File: src/rtl/exc_pkg.sv
// ============================================================================
// exc_pkg
// Shared types and helpers for the LEGv8 exception/interrupt controller.
// Rev 1.0
// ============================================================================
`default_nettype none

package exc_pkg;

    typedef enum logic [3:0] {
        CAUSE_NONE   = 4'h0,
        CAUSE_IRQ    = 4'h1,
        CAUSE_UNDEF  = 4'h2,
        CAUSE_DFAULT = 4'h3
    } cause_t;

    typedef enum logic [1:0] {
        RUN     = 2'd0,
        HANDLER = 2'd1,
        LOCKED  = 2'd2
    } exc_state_t;

    localparam int ESR_W         = 8;
    localparam int ESR_CAUSE_LSB = 0;
    localparam int ESR_CAUSE_W   = 4;
    localparam int ESR_IDX_LSB   = 4;
    localparam int ESR_IDX_W     = 4;

    // Position of the single set bit of a one-hot vector (0 when empty).
    function automatic logic [3:0] onehot_to_idx(input logic [7:0] onehot);
        logic [3:0] idx;
        idx = '0;
        for (int i = 0; i < 8; i++) begin
            if (onehot[i]) idx = 4'(i);
        end
        return idx;
    endfunction

    // Pack an IRQ index and cause code into the syndrome layout.
    function automatic logic [ESR_W-1:0] make_esr(input logic [3:0] idx, input cause_t cause);
        logic [ESR_W-1:0] esr;
        esr = '0;
        esr[ESR_IDX_LSB +: ESR_IDX_W]     = idx;
        esr[ESR_CAUSE_LSB +: ESR_CAUSE_W] = cause;
        return esr;
    endfunction

endpackage

`default_nettype wire

File: src/rtl/irq_sync.sv
// ============================================================================
// irq_sync
// Two-flop synchroniser for one asynchronous interrupt line plus a third flop
// used to detect the synchronised rising edge.
// Rev 1.0
// ============================================================================
`default_nettype none

module irq_sync (
    input  logic clk,
    input  logic reset,
    input  logic irq,
    output logic rise
);

    logic sync1;
    logic sync2;
    logic sync3;

    // Metastability chain followed by the edge-history flop.
    always_ff @(posedge clk or negedge reset) begin
        if (!reset) begin
            sync1 <= 1'b0;
            sync2 <= 1'b0;
            sync3 <= 1'b0;
        end else begin
            sync1 <= irq;
            sync2 <= sync1;
            sync3 <= sync2;
        end
    end

    assign rise = sync2 & ~sync3;

endmodule

`default_nettype wire

File: src/rtl/exception_unit.sv
// ============================================================================
// exception_unit
// Exception/interrupt controller for the single-cycle LEGv8 core: latches
// external IRQ edges, arbitrates them against invalid-opcode faults, captures
// ELR/ESR, pulses redirects to fetch and tracks handler / lock-up state.
// Rev 1.0
// ============================================================================
`default_nettype none

module exception_unit
    import exc_pkg::*;
#(
    parameter int          N      = 64,
    parameter int          N_IRQ  = 4,
    parameter logic [63:0] VECTOR = 64'h0000_0000_0000_00D8
) (
    input  logic             clk,
    input  logic             reset,
    input  logic [N_IRQ-1:0] irq,
    input  logic             irq_en_wr,
    input  logic [N_IRQ-1:0] irq_en_data,
    input  logic             instr_valid,
    input  logic             not_an_instr,
    input  logic             eret,
    input  logic [N-1:0]     pc_i,
    output logic             exc_take,
    output logic             eret_take,
    output logic [N-1:0]     pc_redirect,
    output logic [N-1:0]     elr_o,
    output logic [ESR_W-1:0] esr_o,
    output logic             in_handler,
    output logic             halt,
    output logic [N_IRQ-1:0] irq_pending
);

    exc_state_t       state;
    logic [N_IRQ-1:0] enable;
    logic [N_IRQ-1:0] rise;
    logic [N_IRQ-1:0] eligible;
    logic [N_IRQ-1:0] win_onehot;
    logic [7:0]       win_wide;
    logic [3:0]       win_idx;
    logic             take_irq;
    logic             take_undef;

    generate
        for (genvar i = 0; i < N_IRQ; i++) begin : g_irq_sync
            irq_sync u_irq_sync (
                .clk   (clk),
                .reset (reset),
                .irq   (irq[i]),
                .rise  (rise[i])
            );
        end
    endgenerate

    // Lowest eligible index wins: isolate the least-significant set bit.
    assign eligible   = irq_pending & enable;
    assign win_onehot = eligible & (~eligible + N_IRQ'(1));

    // Widen the winner so the shared index helper works for any line count.
    always_comb begin
        win_wide                = '0;
        win_wide[N_IRQ-1:0]     = win_onehot;
    end

    assign win_idx    = onehot_to_idx(win_wide);
    assign take_irq   = (state == RUN) && instr_valid && (|eligible);
    assign take_undef = (state == RUN) && instr_valid && !take_irq && (not_an_instr || eret);

    // Controller FSM with registered pulses, capture registers and IRQ bookkeeping.
    always_ff @(posedge clk or negedge reset) begin
        if (!reset) begin
            state       <= RUN;
            enable      <= '1;
            irq_pending <= '0;
            exc_take    <= 1'b0;
            eret_take   <= 1'b0;
            pc_redirect <= '0;
            elr_o       <= '0;
            esr_o       <= '0;
        end else begin
            exc_take    <= 1'b0;
            eret_take   <= 1'b0;
            pc_redirect <= '0;
            case (state)
                RUN: begin
                    if (irq_en_wr) enable <= irq_en_data;
                    // The taken line is cleared, but a fresh edge on any line still latches.
                    irq_pending <= (irq_pending & ~(take_irq ? win_onehot : '0)) | rise;
                    if (take_irq) begin
                        exc_take    <= 1'b1;
                        pc_redirect <= VECTOR[N-1:0];
                        elr_o       <= pc_i;
                        esr_o       <= make_esr(win_idx, CAUSE_IRQ);
                        state       <= HANDLER;
                    end else if (take_undef) begin
                        // ERET outside a handler is treated as an invalid opcode.
                        exc_take    <= 1'b1;
                        pc_redirect <= VECTOR[N-1:0];
                        elr_o       <= pc_i;
                        esr_o       <= make_esr(4'h0, CAUSE_UNDEF);
                        state       <= HANDLER;
                    end
                end
                HANDLER: begin
                    if (irq_en_wr) enable <= irq_en_data;
                    irq_pending <= irq_pending | rise;
                    if (instr_valid && not_an_instr) begin
                        // Fault inside the handler: keep the original ELR for post-mortem.
                        esr_o <= make_esr(4'h0, CAUSE_DFAULT);
                        state <= LOCKED;
                    end else if (instr_valid && eret) begin
                        eret_take   <= 1'b1;
                        pc_redirect <= elr_o;
                        state       <= RUN;
                    end
                end
                LOCKED: begin
                    // Absorbing: only reset leaves this state.
                end
                default: state <= RUN;
            endcase
        end
    end

    assign in_handler = (state == HANDLER);
    assign halt       = (state == LOCKED);

endmodule

`default_nettype wire
File: config.mk
export PLATFORM = sky130hd
export DESIGN_NAME = exception_unit
export DESIGN_NICKNAME = d
export VERILOG_FILES = /design/src/rtl/exc_pkg.sv /design/src/rtl/irq_sync.sv /design/src/rtl/exception_unit.sv
export SDC_FILE = /design/constraint.sdc
export NUM_CORES = 1
export LEC_CHECK = 0
export BUFFER_PORTS_ARGS = -buffer_cell sky130_fd_sc_hd__buf_2
export CORE_UTILIZATION = 48
export DETAILED_ROUTE_END_ITERATION = 8
export GPL_TIMING_DRIVEN = 0
export PLACE_DENSITY = 0.78
export SYNTH_ARGS = -nofsm -noshare
export SYNTH_HDL_FRONTEND = slang
export SYNTH_SLANG_ARGS = --single-unit
File: constraint.sdc
create_clock -name clk -period 2.4 [get_ports clk]
set_input_delay 0.48 -clock clk [delete_from_list [all_inputs] [get_ports clk]]
set_output_delay 0.48 -clock clk [all_outputs]
set_load 0.02 [all_outputs]
==> results of run 1 <==
[cell usage after synthesis (3+ instances only)]
master | number | area [µm²]
inv_1 | 3 | 11.26
nand2_1 | 4 | 15.01
dfrtp_1 | 152 | 3804
a21o_1 | 8 | 60.06
dfstp_2 | 4 | 105.1
nor2b_1 | 3 | 18.77
buf_4 | 5 | 37.54
a21oi_1 | 3 | 15.01
clkbuf_1 | 6 | 22.52
and2_1 | 60 | 375.4
nor2_1 | 3 | 11.26
mux2_1 | 5 | 56.30
nor3b_1 | 3 | 22.52
buf_6 | 8 | 90.09
mux2_2 | 63 | 709.4
[path summary, 6_finish.rpt]
kind                                                 from                        endpoint  slack, ns  cells past startpoint
min in group clk                                   irq[2]  g_irq_sync[2].u_irq_sync.sync1       0.17                      1
max                                             enable[2]                       elr_o[44]       0.27                      4
min                                                 reset                        esr_o[4]       0.07                      1
max reg2reg                                     enable[2]                       elr_o[44]       0.27                      4
max in group asynchronous                           reset                 pc_redirect[31]       1.52                      2
min reg2reg                g_irq_sync[1].u_irq_sync.sync1  g_irq_sync[1].u_irq_sync.sync2       0.35                      0
[registers in the layout, indices dropped and copies added (netlist names)]
signal,flops
g_irq_sync.u_irq_sync.sync2,4
enable,4
state,2
elr_o,64
g_irq_sync.u_irq_sync.sync1,4
eret_take,1
irq_pending,4
pc_redirect,64
exc_take,1
esr_o,4
g_irq_sync.u_irq_sync.sync3,4
[power groups by stage]
stage / clock network, mW / logic (mW) / registers [mW]
after global placement: 0 / 3.35 / 3.92
after global routing: 3.27 / 3.63 / 4.05
after detailed placement: 0 / 3.42 / 3.98
final: 3.11 / 3.40 / 3.94
after floorplan: 0 / 1.34 / 4.79
after CTS: 3.17 / 3.45 / 3.94
[worst max-delay path, delay by kind of cell (launching register included)]
family                 cells  cell delay [ns]
AOI/OAI and AO/OA          2             0.83
buffers and inverters      1             0.26
DFF                        1             0.56
muxes                      1             0.36
[per-layer routing]
layer  share of wire [%]  global-route usage [%]  vias up  routed length (µm)
li1                    -                       -     1656                   -
met1                  41                   25.74     1848                4973
met2                  51                   34.59      144                6189
met3                 6.9                   6.165       14                 837
met4                 1.2                   8.381        0                 144
met5                   0                       0        -                   0
[cells by family (layout without fill, tap and decap cells)]
family / count (synthesis) / in the layout / synth area share (%)
DFF: 156 / 156 / 70.57
and+or+nand+nor: 80 / 80 / 8.968
muxes: 68 / 68 / 13.82
AOI/OAI and AO/OA: 23 / 23 / 3.569
buffers and inverters: 23 / 273 / 3.004
other: 1 / 4 / 0.06770
[area by class of cell]
cell class	count	area, µm²	area share, %
Multi-Input combinational cell	175	1475	19.56
Timing Repair Buffer	218	1120	14.85
Inverter	3	11.26	0.1493
Tap cell	140	175.2	2.322
Clock buffer	20	456.7	6.055
Clock inverter	12	240.2	3.185
Sequential cell	156	3909	51.82
Buffer	20	155.1	2.057
[metrics by stage]
| stage | setup TNS [ns] | cells | instance area, µm² | hold slack [ns] | setup WS [ns] |
|---|---|---|---|---|---|
| global route | 0 | 744 | 7542 | 0.1143 | 0.2014 |
| detailed placement | 0 | 712 | 6845 | 0.3379 | 0.2673 |
| global placement | -192.27 | 711 | 6812 | 0.3329 | -1.266 |
| CTS | 0 | 744 | 7542 | 0.08612 | 0.2263 |
| floorplan | 0 | 354 | 5550 | 0.1844 | 0.5807 |
| finish | 0 | 744 | 7542 | 0.07118 | 0.2718 |
==> results by group, run 1 <==
Placed design
  – Port Buffers: 217
  – RePlAce Congestion: 0.7535
  – Dpl hpwl: 8.598 mm

Cells and area
  – Final nets: 669
  – Fin util: 68.38%
  – Layout area overhead: 36.16%
  – Diode count: 0
  – Commonest cells after routing, fill and taps aside: buf_2 (217), dfrtp_1 (152), mux2_2 (63)
  – Layout cell share with drive strength beyond 1: 55.30%
  – Fillers: 792
  – Most common cell after layout, fill and taps aside: buf_2

Detailed routing
  – Via Count: 3,662
  – Total Wirelength: 12.14 mm
  – DR vias/cell: 4.922
  – DRT iter0 DRCs: 195
  – Final ANT Viol Nets: 0
  – Wire length per cell: 16.32 µm
  – DRC Markers: 0
  – Drt pass-1 iters: 4

Clock network
  – Buffers from clock root to sink, at most: 2
  – CTS H-tree lvls: 4
  – CTS tree: yes
  – Clk root buf: clkbuf_16
  – CTS buffer count: 17
  – Hold_buf cts: 0
  – CTS clk-pin slew, worst paths: 0.06 ns
  – TritonCTS Sinks: 156
  – Clock Latency Late Sink: 0.41 ns
  – Setup Buffers After CTS: 0
  – Post-CTS Resized: 0

Logic synthesis
  – Ys Warns: 0
  – Post-synth cell types: 34
  – EDFF count, synth: 0
  – Cell count after synthesis: 351
  – Post-synthesis sequential area ratio: 70.57%
  – Post-synth top flop: dfrtp_1
  – Ys async rst share: 100.0%
  – Area of the mapped netlist: 0.005539 mm²
  – Avg Inst Size Synth: 15.78 µm²
  – FF+latch count, synth: 156

Die
  – Die Area: 0.01197 mm²
  – Height of the chip: 109.4 µm
  – Die X: 109.4 µm
  – FP Rows: 38
  – Starting Density: 50.22%
  – Boundary pin count: 222
  – Core area: 0.01103 mm²

STA
  – Final hold vios: 0
  – RSZ-0062 raised after global routing: false
  – Final Skew: 0.004542 ns
  – Max-slew violation count: 0
  – Fmax: 469.9 MHz
  – Relative slew slack: 53.10%
  – Final setup vio count: 0
  – Worst-Margin Slew: 0.7035 ns
  – Final Critical Period: 2.128 ns
  – Crit share post-route: 88.67%

GRT
  – Vias in the first global route: 3,581
  – Initial antenna violation count: 0
  – First-pass GRT wire length: 18.45 mm
  – GRT Resource Usage Total: 20.90%
  – Grt ovf: 0
  – Pin count of the biggest net entering global routing: 87

Critical path
  – Worst path cell trace: a22oi_1 -> a311oi_4 -> buf_6 -> mux2_2
  – Crit-path max FO: 10
  – CP Capture Type: flip-flop
  – Worst Setup Start Kind: flip-flop
  – WS Path Type: flip-flop to flip-flop
  – Req. time, crit path: 2.70 ns
  – CP arrival: 2.42 ns
  – Worst path slowest cell: a311oi_4
  – CP peak stage delay: 0.67 ns

Power
  – Total chip power: 10.45 mW
  – Power Dens Cells: 1385 mW/mm²
  – Sequential share of power: 37.7%
  – Switching share of total power: 33.17%
  – VDD IR max: 849.2 µV
  – Clock network power share: 29.8%
  – P_leak: 3.951 nW
  – NetSw: 3.465 mW
  – Gate power share: 32.5%
  – Int Pwr: 6.983 mW

Hold path
  – HP Class: input port to asynchronous set/reset pin

Outcome
  – Outcome: complete, no violations

Run
  – Max cap viols: 0
Power figures use the tool's default switching activity.
==> run 2: changes to the inputs <==
Settings changed: PLACE_DENSITY 0.78 to default, PLACE_DENSITY_LB_ADDON from default to 0.12, SLEW_MARGIN from default to 25.
==> run 2 against run 1 <==
Clock-buffer cell count is 5 higher. Worst setup slack better by 0.061 ns. Via count fell by 2.6%. Sequential power barely moved. Register-to-register slack improved by 0.06 ns. Cell count unchanged. Critical path depth unchanged. Clock power is 11% lower. Clock skew grew 0.0032 ns.
==> results by group, run 2 (same netlist as run 1, synthesis figures left out) <==
Outcome
  – Outcome: complete, no violations

Detailed routing
  – Total Wirelength: 11.64 mm (-4.1%)
  – DRC Markers: 0 (unchanged)
  – DRT iter0 DRCs: 146 (-25%)
  – Final ANT Viol Nets: 0 (unchanged)
  – Drt pass-1 iters: 4 (unchanged)
  – DR vias/cell: 4.796 (-2.6%)
  – Via Count: 3,568 (-2.6%)
  – Wire length per cell: 15.65 µm (-4.1%)

Critical path
  – CP arrival: 2.36 ns (-0.06 ns)
  – Worst path cell trace: a22oi_2 -> a311oi_4 -> buf_6 -> mux2_2
  – Worst path slowest cell: a311oi_4
  – Crit path buf inv count: 1 (unchanged)
  – CP peak stage delay: 0.64 ns (-0.03 ns)
  – Req. time, crit path: 2.69 ns (about the same)
  – Worst Setup Start Kind: flip-flop
  – Worst path top cell family by delay: compound AO/OA/AOI/OAI gates
  – CP Capture Type: flip-flop
  – Crit-path max FO: 10 (unchanged)
  – WS Path Type: flip-flop to flip-flop

STA
  – Smallest hold slack: 0.01726 ns (-0.05392 ns)
  – Crit share post-route: 86.13% (-2.5 points)
  – RSZ-0062 raised after global routing: false
  – Final setup vio count: 0 (unchanged)
  – Final Skew: 0.007730 ns (+0.003187 ns)
  – Final hold vios: 0 (unchanged)
  – Fmax: 483.7 MHz (+2.9%)
  – Relative slew slack: 57.62% (+4.5 points)
  – Max-slew violation count: 0 (unchanged)
  – Worst-Margin Slew: 0.6358 ns (-0.06771 ns)
  – Final Critical Period: 2.067 ns (-0.06097 ns)
  – Fin worst setup slack: 0.3328 ns (+0.06097 ns)

Clock network
  – TritonCTS Sinks: 156 (unchanged)
  – Hold_buf cts: 0 (unchanged)
  – Clk root buf: clkbuf_16
  – CTS tree: yes
  – Buffers from clock root to sink, at most: 2 (unchanged)
  – CTS clk-pin slew, worst paths: 0.05 ns (about the same)
  – Clock Latency Late Sink: 0.41 ns (about the same)
  – Setup Buffers After CTS: 0 (unchanged)
  – CTS H-tree lvls: 4 (unchanged)
  – Post-CTS Resized: 0 (unchanged)
  – CTS buffer count: 17 (unchanged)

Cells and area
  – Most common cell after layout, fill and taps aside: buf_2
  – Finished Layout Cells: 744 (unchanged)
  – Finished Cell Area: 0.007470 mm² (-0.96%)
  – Fillers: 840 (+6.1%)
  – Layout cell share with drive strength beyond 1: 54.64% (-0.66 points)
  – Layout area overhead: 34.85%
  – Commonest cells after routing, fill and taps aside: buf_2 (217), dfrtp_1 (152), mux2_2 (63)
  – Biggest regs: elr_o: 64 flops, pc_redirect: 64 flops
  – Final nets: 669 (unchanged)
  – Diode count: 0 (unchanged)

Power
  – VDD IR max: 740.1 µV (-13%)
  – Power Dens Cells: 1348 mW/mm² (-2.7%)
  – Total chip power: 10.07 mW (-3.6%)
  – P_leak: 3.921 nW (-0.74%)

Placed design
  – Port Buffers: 217 (unchanged)
  – RePlAce Congestion: 0.7484 (-0.68%)
  – DP Area: 0.006849 mm² (about the same)
  – Setup WS pre-CTS: 0.2815 ns (+0.01418 ns)
  – Dpl cells: 712 (unchanged)
  – Dpl hpwl: 8.422 mm (-2.0%)

Die
  – Die X: 109.4 µm (unchanged)
  – Starting Density: 50.22% (unchanged)
  – Boundary pin count: 222 (unchanged)
  – FP Rows: 38 (unchanged)
  – Core area: 0.01103 mm² (unchanged)
  – Height of the chip: 109.4 µm (unchanged)
  – Die Area: 0.01197 mm² (unchanged)

GRT
  – Initial antenna violation count: 0 (unchanged)
  – Grt ovf: 0 (unchanged)
  – Pin count of the biggest net entering global routing: 83 (-4.6%)
  – Vias in the first global route: 3,577 (-0.11%)
  – First-pass GRT wire length: 18.03 mm (-2.3%)
  – GRT Resource Usage Total: 20.62% (-0.28 points)

Run
  – Max cap viols: 0 (unchanged)

Hold path
  – HP Class: input port to asynchronous set/reset pin
==> run 2: cell type report <==
class | count | area, µm² | area share [%]
buffer | 20 | 155.1 | 2.077
clock buffer | 25 | 485.5 | 6.499
clock inverter | 7 | 135.1 | 1.809
inverter | 3 | 11.26 | 0.1508
multi-input combinational | 175 | 1475 | 19.75
sequential | 156 | 3909 | 52.33
tap | 140 | 175.2 | 2.345
timing repair buffer | 218 | 1124 | 15.04
==> run 2: stage by stage <==
stage                     utilization [%]  TNS, ns
after floorplan                         -        0
after global placement              61.75  -204.93
after detailed placement            62.09        0
after CTS                           67.72        0
after global routing                67.72        0
final                               67.72        0
==> run 2: worst paths after layout <==
check	depth (start not counted)	slack (ns)	start	to
setup / recovery	4	0.33	enable[0]	elr_o[41]
hold / removal	1	0.02	reset	pc_redirect[44]
setup reg to reg	4	0.33	enable[0]	elr_o[41]
hold reg to reg	0	0.35	g_irq_sync[1].u_irq_sync.sync1	g_irq_sync[1].u_irq_sync.sync2
max in group asynchronous	2	1.57	reset	enable[3]
min in group clk	1	0.17	irq[1]	g_irq_sync[1].u_irq_sync.sync1
==> run 2: where the power goes <==
part           leakage (nW)  switching [mW]  internal, mW
Combinational          1.66            1.94          1.45
Sequential             1.96           0.484          3.43
Clock                 0.305           0.951          1.82
Total                  3.92            3.37          6.70
==> run 2: layer usage <==
metal	wire [µm]	GRT usage, %
met5	0	0
met4	139	8.762
met3	1145	8.062
met2	5692	33.38
met1	4665	24.55
